### config.mk
export PLATFORM = sky130hd
export DESIGN_NAME = multicycle_ctrl
export DESIGN_NICKNAME = d
export VERILOG_FILES = /design/src/rtl/multicycle_ctrl.sv
export SDC_FILE = /design/constraint.sdc
export NUM_CORES = 1
export LEC_CHECK = 0
export ABC_AREA = 0
export ABC_CLOCK_PERIOD_IN_PS = 1900
export BUFFER_PORTS_ARGS = -buffer_cell sky130_fd_sc_hd__buf_2
export CAP_MARGIN = 20
export CORE_ASPECT_RATIO = 1.25
export CORE_MARGIN = 2
export CORE_UTILIZATION = 53
export DETAILED_ROUTE_END_ITERATION = 7
export PLACE_DENSITY_LB_ADDON = 0.08
export SYNTH_ARGS = -nofsm -noshare
export SYNTH_HDL_FRONTEND = slang
export SYNTH_SLANG_ARGS = --single-unit
### constraint.sdc
create_clock -name clk -period 1.9 [get_ports clk]
set_clock_uncertainty 0.05 [all_clocks]
set_input_delay 0.38 -clock clk [delete_from_list [all_inputs] [get_ports clk]]
set_output_delay 0.38 -clock clk [all_outputs]
set_load 0.05 [all_outputs]
### src/rtl/multicycle_ctrl.sv
// Main control FSM of the multicycle RV32I core: sequences FETCH/DECODE/EXEC/MEM/WB and drives datapath selects.
// Latency with zero-wait memory: 3 cycles (branch), 4 (R/I/LUI/AUIPC/store/JAL), 5 (load/JALR).
// Backpressure: mem_req is held until mem_ready; a watchdog traps after MAX_WAIT unanswered request cycles.
module multicycle_ctrl #(
  parameter int MAX_WAIT = 255
) (
  input  logic       clk,
  input  logic       rst_n,
  input  logic [6:0] opcode,
  input  logic       br_taken,
  input  logic       mem_ready,
  output logic [2:0] imm_sel,
  output logic [1:0] alu_src_a,
  output logic [1:0] alu_src_b,
  output logic [1:0] alu_op,
  output logic [1:0] result_src,
  output logic       adr_src,
  output logic       mem_req,
  output logic       mem_we,
  output logic       ir_we,
  output logic       pc_we,
  output logic       reg_we,
  output logic       retire,
  output logic       illegal,
  output logic       mem_timeout
);

  typedef enum logic [3:0] {
    IDLE, FETCH, DECODE, MEMADR, MEMRD, MEMWB, MEMWR, EXEC_R,
    EXEC_I, ALUWB, BRANCH, JAL, JALR, LUI, AUIPC, TRAP
  } state_t;

  localparam logic [6:0] OP_LOAD   = 7'b0000011;
  localparam logic [6:0] OP_STORE  = 7'b0100011;
  localparam logic [6:0] OP_R      = 7'b0110011;
  localparam logic [6:0] OP_I      = 7'b0010011;
  localparam logic [6:0] OP_BRANCH = 7'b1100011;
  localparam logic [6:0] OP_JAL    = 7'b1101111;
  localparam logic [6:0] OP_JALR   = 7'b1100111;
  localparam logic [6:0] OP_LUI    = 7'b0110111;
  localparam logic [6:0] OP_AUIPC  = 7'b0010111;

  localparam logic [2:0] IMM_I = 3'd0;
  localparam logic [2:0] IMM_S = 3'd1;
  localparam logic [2:0] IMM_B = 3'd2;
  localparam logic [2:0] IMM_U = 3'd3;
  localparam logic [2:0] IMM_J = 3'd4;

  localparam logic [1:0] A_PC    = 2'd0;
  localparam logic [1:0] A_OLDPC = 2'd1;
  localparam logic [1:0] A_RS1   = 2'd2;
  localparam logic [1:0] A_ZERO  = 2'd3;

  localparam logic [1:0] B_RS2  = 2'd0;
  localparam logic [1:0] B_IMM  = 2'd1;
  localparam logic [1:0] B_FOUR = 2'd2;

  localparam logic [1:0] OP_ADD  = 2'd0;
  localparam logic [1:0] OP_SUB  = 2'd1;
  localparam logic [1:0] OP_FUNC = 2'd2;

  localparam logic [1:0] RES_ALUOUT = 2'd0;
  localparam logic [1:0] RES_MEM    = 2'd1;
  localparam logic [1:0] RES_ALU    = 2'd2;

  // Watchdog width keeps at least one bit so MAX_WAIT=0 (watchdog off) still elaborates.
  localparam int         WD_W    = (MAX_WAIT > 0) ? $clog2(MAX_WAIT + 1) : 1;
  localparam bit         WD_ON   = (MAX_WAIT > 0);
  localparam logic [WD_W-1:0] WD_MAX  = WD_W'(MAX_WAIT);
  localparam logic [WD_W-1:0] WD_LAST = WD_W'(MAX_WAIT - 1);

  state_t          state_q, state_d;
  logic [WD_W-1:0] wd_cnt;
  logic            wd_expire;
  logic            dec_illegal;

  // The cycle in which the counter would reach MAX_WAIT with no answer is the expiry cycle;
  // mem_ready in that cycle completes the access instead.
  assign wd_expire = WD_ON && mem_req && !mem_ready && (wd_cnt == WD_LAST);

  // State register; reset drops every state-decoded output immediately.
  always_ff @(posedge clk or negedge rst_n) begin
    if (!rst_n) state_q <= IDLE;
    else        state_q <= state_d;
  end

  // Watchdog: counts consecutive unanswered request cycles, saturating at MAX_WAIT.
  always_ff @(posedge clk or negedge rst_n) begin
    if (!rst_n)                   wd_cnt <= '0;
    else if (!mem_req || mem_ready) wd_cnt <= '0;
    else if (wd_cnt != WD_MAX)    wd_cnt <= wd_cnt + 1'b1;
  end

  // Sticky trap causes, cleared only by reset.
  always_ff @(posedge clk or negedge rst_n) begin
    if (!rst_n) begin
      illegal     <= 1'b0;
      mem_timeout <= 1'b0;
    end else begin
      if (dec_illegal) illegal     <= 1'b1;
      if (wd_expire)   mem_timeout <= 1'b1;
    end
  end

  // Next-state and state-decoded datapath controls.
  always_comb begin
    state_d     = state_q;
    imm_sel     = IMM_I;
    alu_src_a   = A_PC;
    alu_src_b   = B_RS2;
    alu_op      = OP_ADD;
    result_src  = RES_ALUOUT;
    adr_src     = 1'b0;
    mem_req     = 1'b0;
    mem_we      = 1'b0;
    ir_we       = 1'b0;
    pc_we       = 1'b0;
    reg_we      = 1'b0;
    retire      = 1'b0;
    dec_illegal = 1'b0;

    unique case (state_q)
      IDLE: state_d = FETCH;

      FETCH: begin
        mem_req    = 1'b1;
        alu_src_a  = A_PC;
        alu_src_b  = B_FOUR;
        result_src = RES_ALU;
        if (mem_ready) begin
          ir_we   = 1'b1;
          pc_we   = 1'b1;
          state_d = DECODE;
        end
      end

      // Speculatively compute old_PC + imm so a branch/JAL target sits in alu_out.
      DECODE: begin
        imm_sel   = (opcode == OP_JAL) ? IMM_J : IMM_B;
        alu_src_a = A_OLDPC;
        alu_src_b = B_IMM;
        case (opcode)
          OP_LOAD, OP_STORE: state_d = MEMADR;
          OP_R:              state_d = EXEC_R;
          OP_I:              state_d = EXEC_I;
          OP_BRANCH:         state_d = BRANCH;
          OP_JAL:            state_d = JAL;
          OP_JALR:           state_d = JALR;
          OP_LUI:            state_d = LUI;
          OP_AUIPC:          state_d = AUIPC;
          default: begin
            state_d     = TRAP;
            dec_illegal = 1'b1;
          end
        endcase
      end

      // Only loads and stores reach here; opcode bit 5 separates them.
      MEMADR: begin
        imm_sel   = opcode[5] ? IMM_S : IMM_I;
        alu_src_a = A_RS1;
        alu_src_b = B_IMM;
        state_d   = opcode[5] ? MEMWR : MEMRD;
      end

      MEMRD: begin
        adr_src = 1'b1;
        mem_req = 1'b1;
        if (mem_ready) state_d = MEMWB;
      end

      MEMWB: begin
        result_src = RES_MEM;
        reg_we     = 1'b1;
        retire     = 1'b1;
        state_d    = FETCH;
      end

      MEMWR: begin
        adr_src = 1'b1;
        mem_req = 1'b1;
        mem_we  = 1'b1;
        if (mem_ready) begin
          retire  = 1'b1;
          state_d = FETCH;
        end
      end

      EXEC_R: begin
        alu_src_a = A_RS1;
        alu_src_b = B_RS2;
        alu_op    = OP_FUNC;
        state_d   = ALUWB;
      end

      EXEC_I: begin
        imm_sel   = IMM_I;
        alu_src_a = A_RS1;
        alu_src_b = B_IMM;
        alu_op    = OP_FUNC;
        state_d   = ALUWB;
      end

      ALUWB: begin
        result_src = RES_ALUOUT;
        reg_we     = 1'b1;
        retire     = 1'b1;
        state_d    = FETCH;
      end

      // PC loads the DECODE-computed target from alu_out when taken.
      BRANCH: begin
        alu_src_a  = A_RS1;
        alu_src_b  = B_RS2;
        alu_op     = OP_SUB;
        result_src = RES_ALUOUT;
        pc_we      = br_taken;
        retire     = 1'b1;
        state_d    = FETCH;
      end

      // rs1 + imm replaces the DECODE target, then JAL does the link and jump.
      JALR: begin
        imm_sel   = IMM_I;
        alu_src_a = A_RS1;
        alu_src_b = B_IMM;
        state_d   = JAL;
      end

      // Jump to alu_out while computing old_PC + 4 for the link write in ALUWB.
      JAL: begin
        alu_src_a  = A_OLDPC;
        alu_src_b  = B_FOUR;
        result_src = RES_ALUOUT;
        pc_we      = 1'b1;
        state_d    = ALUWB;
      end

      LUI: begin
        imm_sel   = IMM_U;
        alu_src_a = A_ZERO;
        alu_src_b = B_IMM;
        state_d   = ALUWB;
      end

      AUIPC: begin
        imm_sel   = IMM_U;
        alu_src_a = A_OLDPC;
        alu_src_b = B_IMM;
        state_d   = ALUWB;
      end

      TRAP: state_d = TRAP;

      default: state_d = IDLE;
    endcase

    if (wd_expire) state_d = TRAP;
  end

endmodule

### Word-level counts from Yosys, hierarchy flattened

Index checks and enable logic that the tools add are counted.

* input bits: 11
* ROM bits: 0
* bits in latches: 0
* output and inout bits: 20
* memories: 0
* RAM bits: 0
* bits in registers: 14
* logic and storage cells: 82

* $add $sub $neg: 1
* $mul: 0
* shifts and indexed selects: 0
* reduce and logical (&&, ||, !) cells: 22
* divide/modulo/power cells: 0
* order comparisons: 0
* equality and inequality tests: 29
* bitwise operators: 0
* muxes and demuxes: 26

Operator list (count)
* $pmux 4 s9: 1
* $eq 4x4->1 const B: 8
* $pmux 4 s8: 1
* $eq 7x6->1 const B: 3
* $eq 7x7->1 const B: 3
* $eq 4x3->1 const B: 4
* $mux 4: 4
* $mux 8: 2
* $eq 7x5->1 const B: 2
* $pmux 2 s2: 3
* $reduce_or 2->1: 6
* $reduce_or 5->1: 2
* $mux 1: 9
* $ne 3x3->1 const B: 3
* $pmux 3 s3: 1
* $reduce_or 3->1: 3
* $reduce_or 9->1: 1
* $add 8x1->8 const B: 1
* $eq 4x2->1 const B: 2
* $eq 8x8->1 const B: 1
* $ne 8x8->1 const B: 1
* $eq 7x2->1 const B: 1
* $pmux 2 s3: 1
* $reduce_or 6->1: 1
* 12 further kinds: 14

### Logic depth before layout (Yosys ltp)

* depth in word-level cells: 7
* gate-level depth with buffers: 6
* depth with buffers taken out: 5

### Worst setup path before layout

No wires, ideal clock.

* kind: register -> output
* start point: register state_q[1]
* end point: output mem_req
* data required time: 1.470 ns
* buffers on the path: 1
* arrival: 2.205 ns
* path slack: -0.735 ns
* cell stages (with the launch flop): 5
* cell sequence: dfrtp_1 -> buf_4 -> nand2b_1 -> nor3_1 -> or2_2

* word-level cells in the longest chain between the ends: 3
* elaborated cells between the ends (all ways): 5
* those cells by class: eq/ne: 3; mux: 1; reduce/logical: 1

Ends and longest elaborated chain
* start: declaration: RTL line 72 `state_t state_q, state_d;`
* start signal: assignment: RTL line 84 `else state_q <= state_d;`
* $eq 4x3->1 or $eq 4x1->1 (tied branches): RTL line 122 `unique case (state_q)`
* $reduce_or 3->1 (no source line) (*)
* $mux 1 (*): RTL line 122
* end: declaration: RTL line 18 `output logic mem_req,`

Every way passes the cells marked *; elsewhere a longest branch is shown, timed or not.

### Worst setup path in the final report

* start point: register state_q[3]
* end point: output imm_sel[2]

* word-level cells in the longest chain between the ends: 3
* elaborated cells between the ends (all ways): 6
* those cells by class: eq/ne: 4; mux: 1; reduce/logical: 1

Ends and longest elaborated chain
* $eq 4x4->1: RTL line 122
* $reduce_or 2->1 (no source line)
* $pmux 3 s3 (*): RTL line 122
* end: declaration: RTL line 12 `output logic [2:0] imm_sel,`

Marked as above.

==> results_dict.tcl <==
set metrics [dict create \
    drt_pre_antenna_iters 4 \
    hold_viol 0 \
    grt_pass1_wl_mm 5.80 \
    htreeDepth 1 \
    ir_worst_vdd_v 0.00112 \
    grt_pass1_vias 1333 \
    hold_path_depth 1 \
    worstSetupPathType "reg2out" \
    endpoint_kind "output port" \
    die_y_um 59.2 \
    ant_nets 0 \
    num-nets-final 220 \
    p_per_area_nw_per_um2 1770 \
    slew_headroom 0.613 \
    setup_viol 12 \
    synth-main-ff-cell "dfrtp_1" \
    synth_nets 168 \
    drc_errors 0 \
    grt_max_degree 15 \
    rsz0062_at_grt "yes" \
    wire_per_inst_um 18.3 \
    drive_gt1_frac 0.481 \
    cts_sinks 14 \
    finalCritPeriodShare 1.08 \
    ys_ff_latch 14 \
    cts.path.max_buffers 2 \
    slew_viol_final 0 \
    clock_latency_ns 0.29 \
    drv_cap 0 \
    final_common_cell "buf_4" \
    cts_root_buf "clkbuf_4" \
    die_w_um 48.1 \
    grtUsageTotal 0.283 \
    grt_overflow 0 \
    regToRegEndpoint "state_q[2]" \
    worst_ep_arrival_time_ns 1.62 \
    yosys.cell_types.count 57 \
    min_from "illegal" \
    globalplace.congestion 0.823 \
    path_max_fanout 5 \
    post-route-min-period_ns 2.05 \
    syn_area_sq_um 1290 \
    initial_core_util 0.543 \
    numPortBuffers 30 \
    cts_tree "done" \
    viasPerCell 6.20 \
    antennaDiodeCount 0 \
    power_uw 3450 \
    rows 20 \
    r2r_slack_ns 0.08 \
    violations "negative setup slack" \
    yosysSeqAreaShare 0.272 \
    wl_mm 4.38 \
    numCtsBuffers 3 \
    die_area_sq_um 2850 \
    start_kind "flop" \
    place_hpwl_mm 2.30 \
    vias 1482 \
    synth_edf_count 0 \
    antenna_found_initial 0 \
    ys_warn_count 0 \
    synth.avg_cell_area_sq_um 8.32 \
    drtIter0Drc 44 \
    status "complete, but fails checks" \
    io_pins 31 \
    core_region_area_sq_um 2380 \
    hold-path-endpoint "illegal" \
    async_flop_share 1.00 \
    synthToLayoutAreaGrowth_pct 50.5 \
    worst_slack_ns -0.152 \
    rr_worst_depth 5 \
    max_slew.worst_pin.slew_ns 0.572 \
    cp.required_ns 1.47 \
    reg2reg_from "state_q[3]" \
    path_clk_slew_ns 0.08 \
    max_freq_ghz 0.487 \
    synthCells 155 \
    holdCritPathClass "reg2reg" \
    mostFrequentLayoutCells "buf_4 (20), buf_6 (18), nor2_1 (16)" \
    pre_cts_slack_ns 0.0412 \
    p_leak_uw 0.000855 \
]
-- state kept, by name, indices dropped and copies added (netlist names) --
name and cells:
illegal 1, wd_cnt 8, state_q 4, mem_timeout 1
-- worst max path at each step --
stage | start | end | depth (start not counted)
after CTS | state_q[2] | imm_sel[2] | 4
final | state_q[3] | imm_sel[2] | 4
after global placement | state_q[0] | alu_src_b[0] | 4
after detailed placement | state_q[0] | imm_sel[0] | 4
after global routing | state_q[3] | imm_sel[2] | 4
after floorplan | state_q[2] | mem_req | 4
-- power by group --
part | internal (uW) | switching [uW]
Clock | 117 | 95.4
Sequential | 364 | 114
Combinational | 1180 | 1570
Total | 1660 | 1780
-- logic make-up after synthesis --
logic type / share of synthesized area
adder cells (fa/ha/maj): 0.0194
flip-flops: 0.272
AO/OA/AOI/OAI: 0.242
buffers and inverters: 0.0844
multiplexers: 0.0155
AND/OR/NAND/NOR: 0.326
XOR/XNOR: 0.0407
-- cell type report --
class                      count  area [sq um]
multi-input combinational    126           976
timing repair buffer          58           518
fill                         141           435
sequential                    14           355
tap                           33          41.3
clock buffer                   4          36.3
inverter                       4          15.0
-- per-stage QoR --
stage,cells,hold slack (ns),setup TNS (ns),utilization,area [sq um]
6_report,239,0.422,-0.679,0.817,1940
4_1_cts,236,0.426,-0.329,0.766,1820
3_3_place_gp,220,0.237,0,0.644,1530
3_5_place_dp,220,0.237,0,0.644,1530
5_1_grt,239,0.463,-1.66,0.817,1940
2_1_floorplan,155,0.0344,-0.557,-,1320
-- critical path, stage by stage (launching register included) --
cell	delay (ns)
dfrtp_2	0.47
nor4b_4	0.30
and3_1	0.22
and3_4	0.20
buf_6	0.15
-- routing by layer --
metal / part of all wire / GRT usage / wire, um / up-vias
li1: - / - / - / 670
met1: 0.38 / 0.351 / 1660 / 713
met2: 0.54 / 0.478 / 2350 / 83
met3: 0.056 / 0.0213 / 246 / 16
met4: 0.030 / 0.135 / 131 / 0
met5: 0 / 0 / 0 / -
-- synth_stat cells (all sizes together), types with 3 or more instances --
cell type	count	area share
a31oi	3	0.015
o21ai	6	0.026
nor2	20	0.060
nand2b	7	0.034
clkbuf	4	0.027
buf	7	0.046
nor2b	3	0.015
or2	3	0.015
inv	4	0.012
nand3	5	0.019
nand2	14	0.041
a21oi	5	0.019
xnor2	5	0.034
nor3	8	0.031
a21o	3	0.017
dfrtp	14	0.27
and3	4	0.020
-- what timing repair did --
action | in CTS | in global routing
hold buffers | 1 | 0
hold endpoints to repair | 14 | 0
pin swaps | 8 | 5
setup endpoints to repair | 18 | 19
buffers inserted | 11 | 4
resized for setup | 50 | 29
No activity file was read; power rests on OpenSTA's default activity.
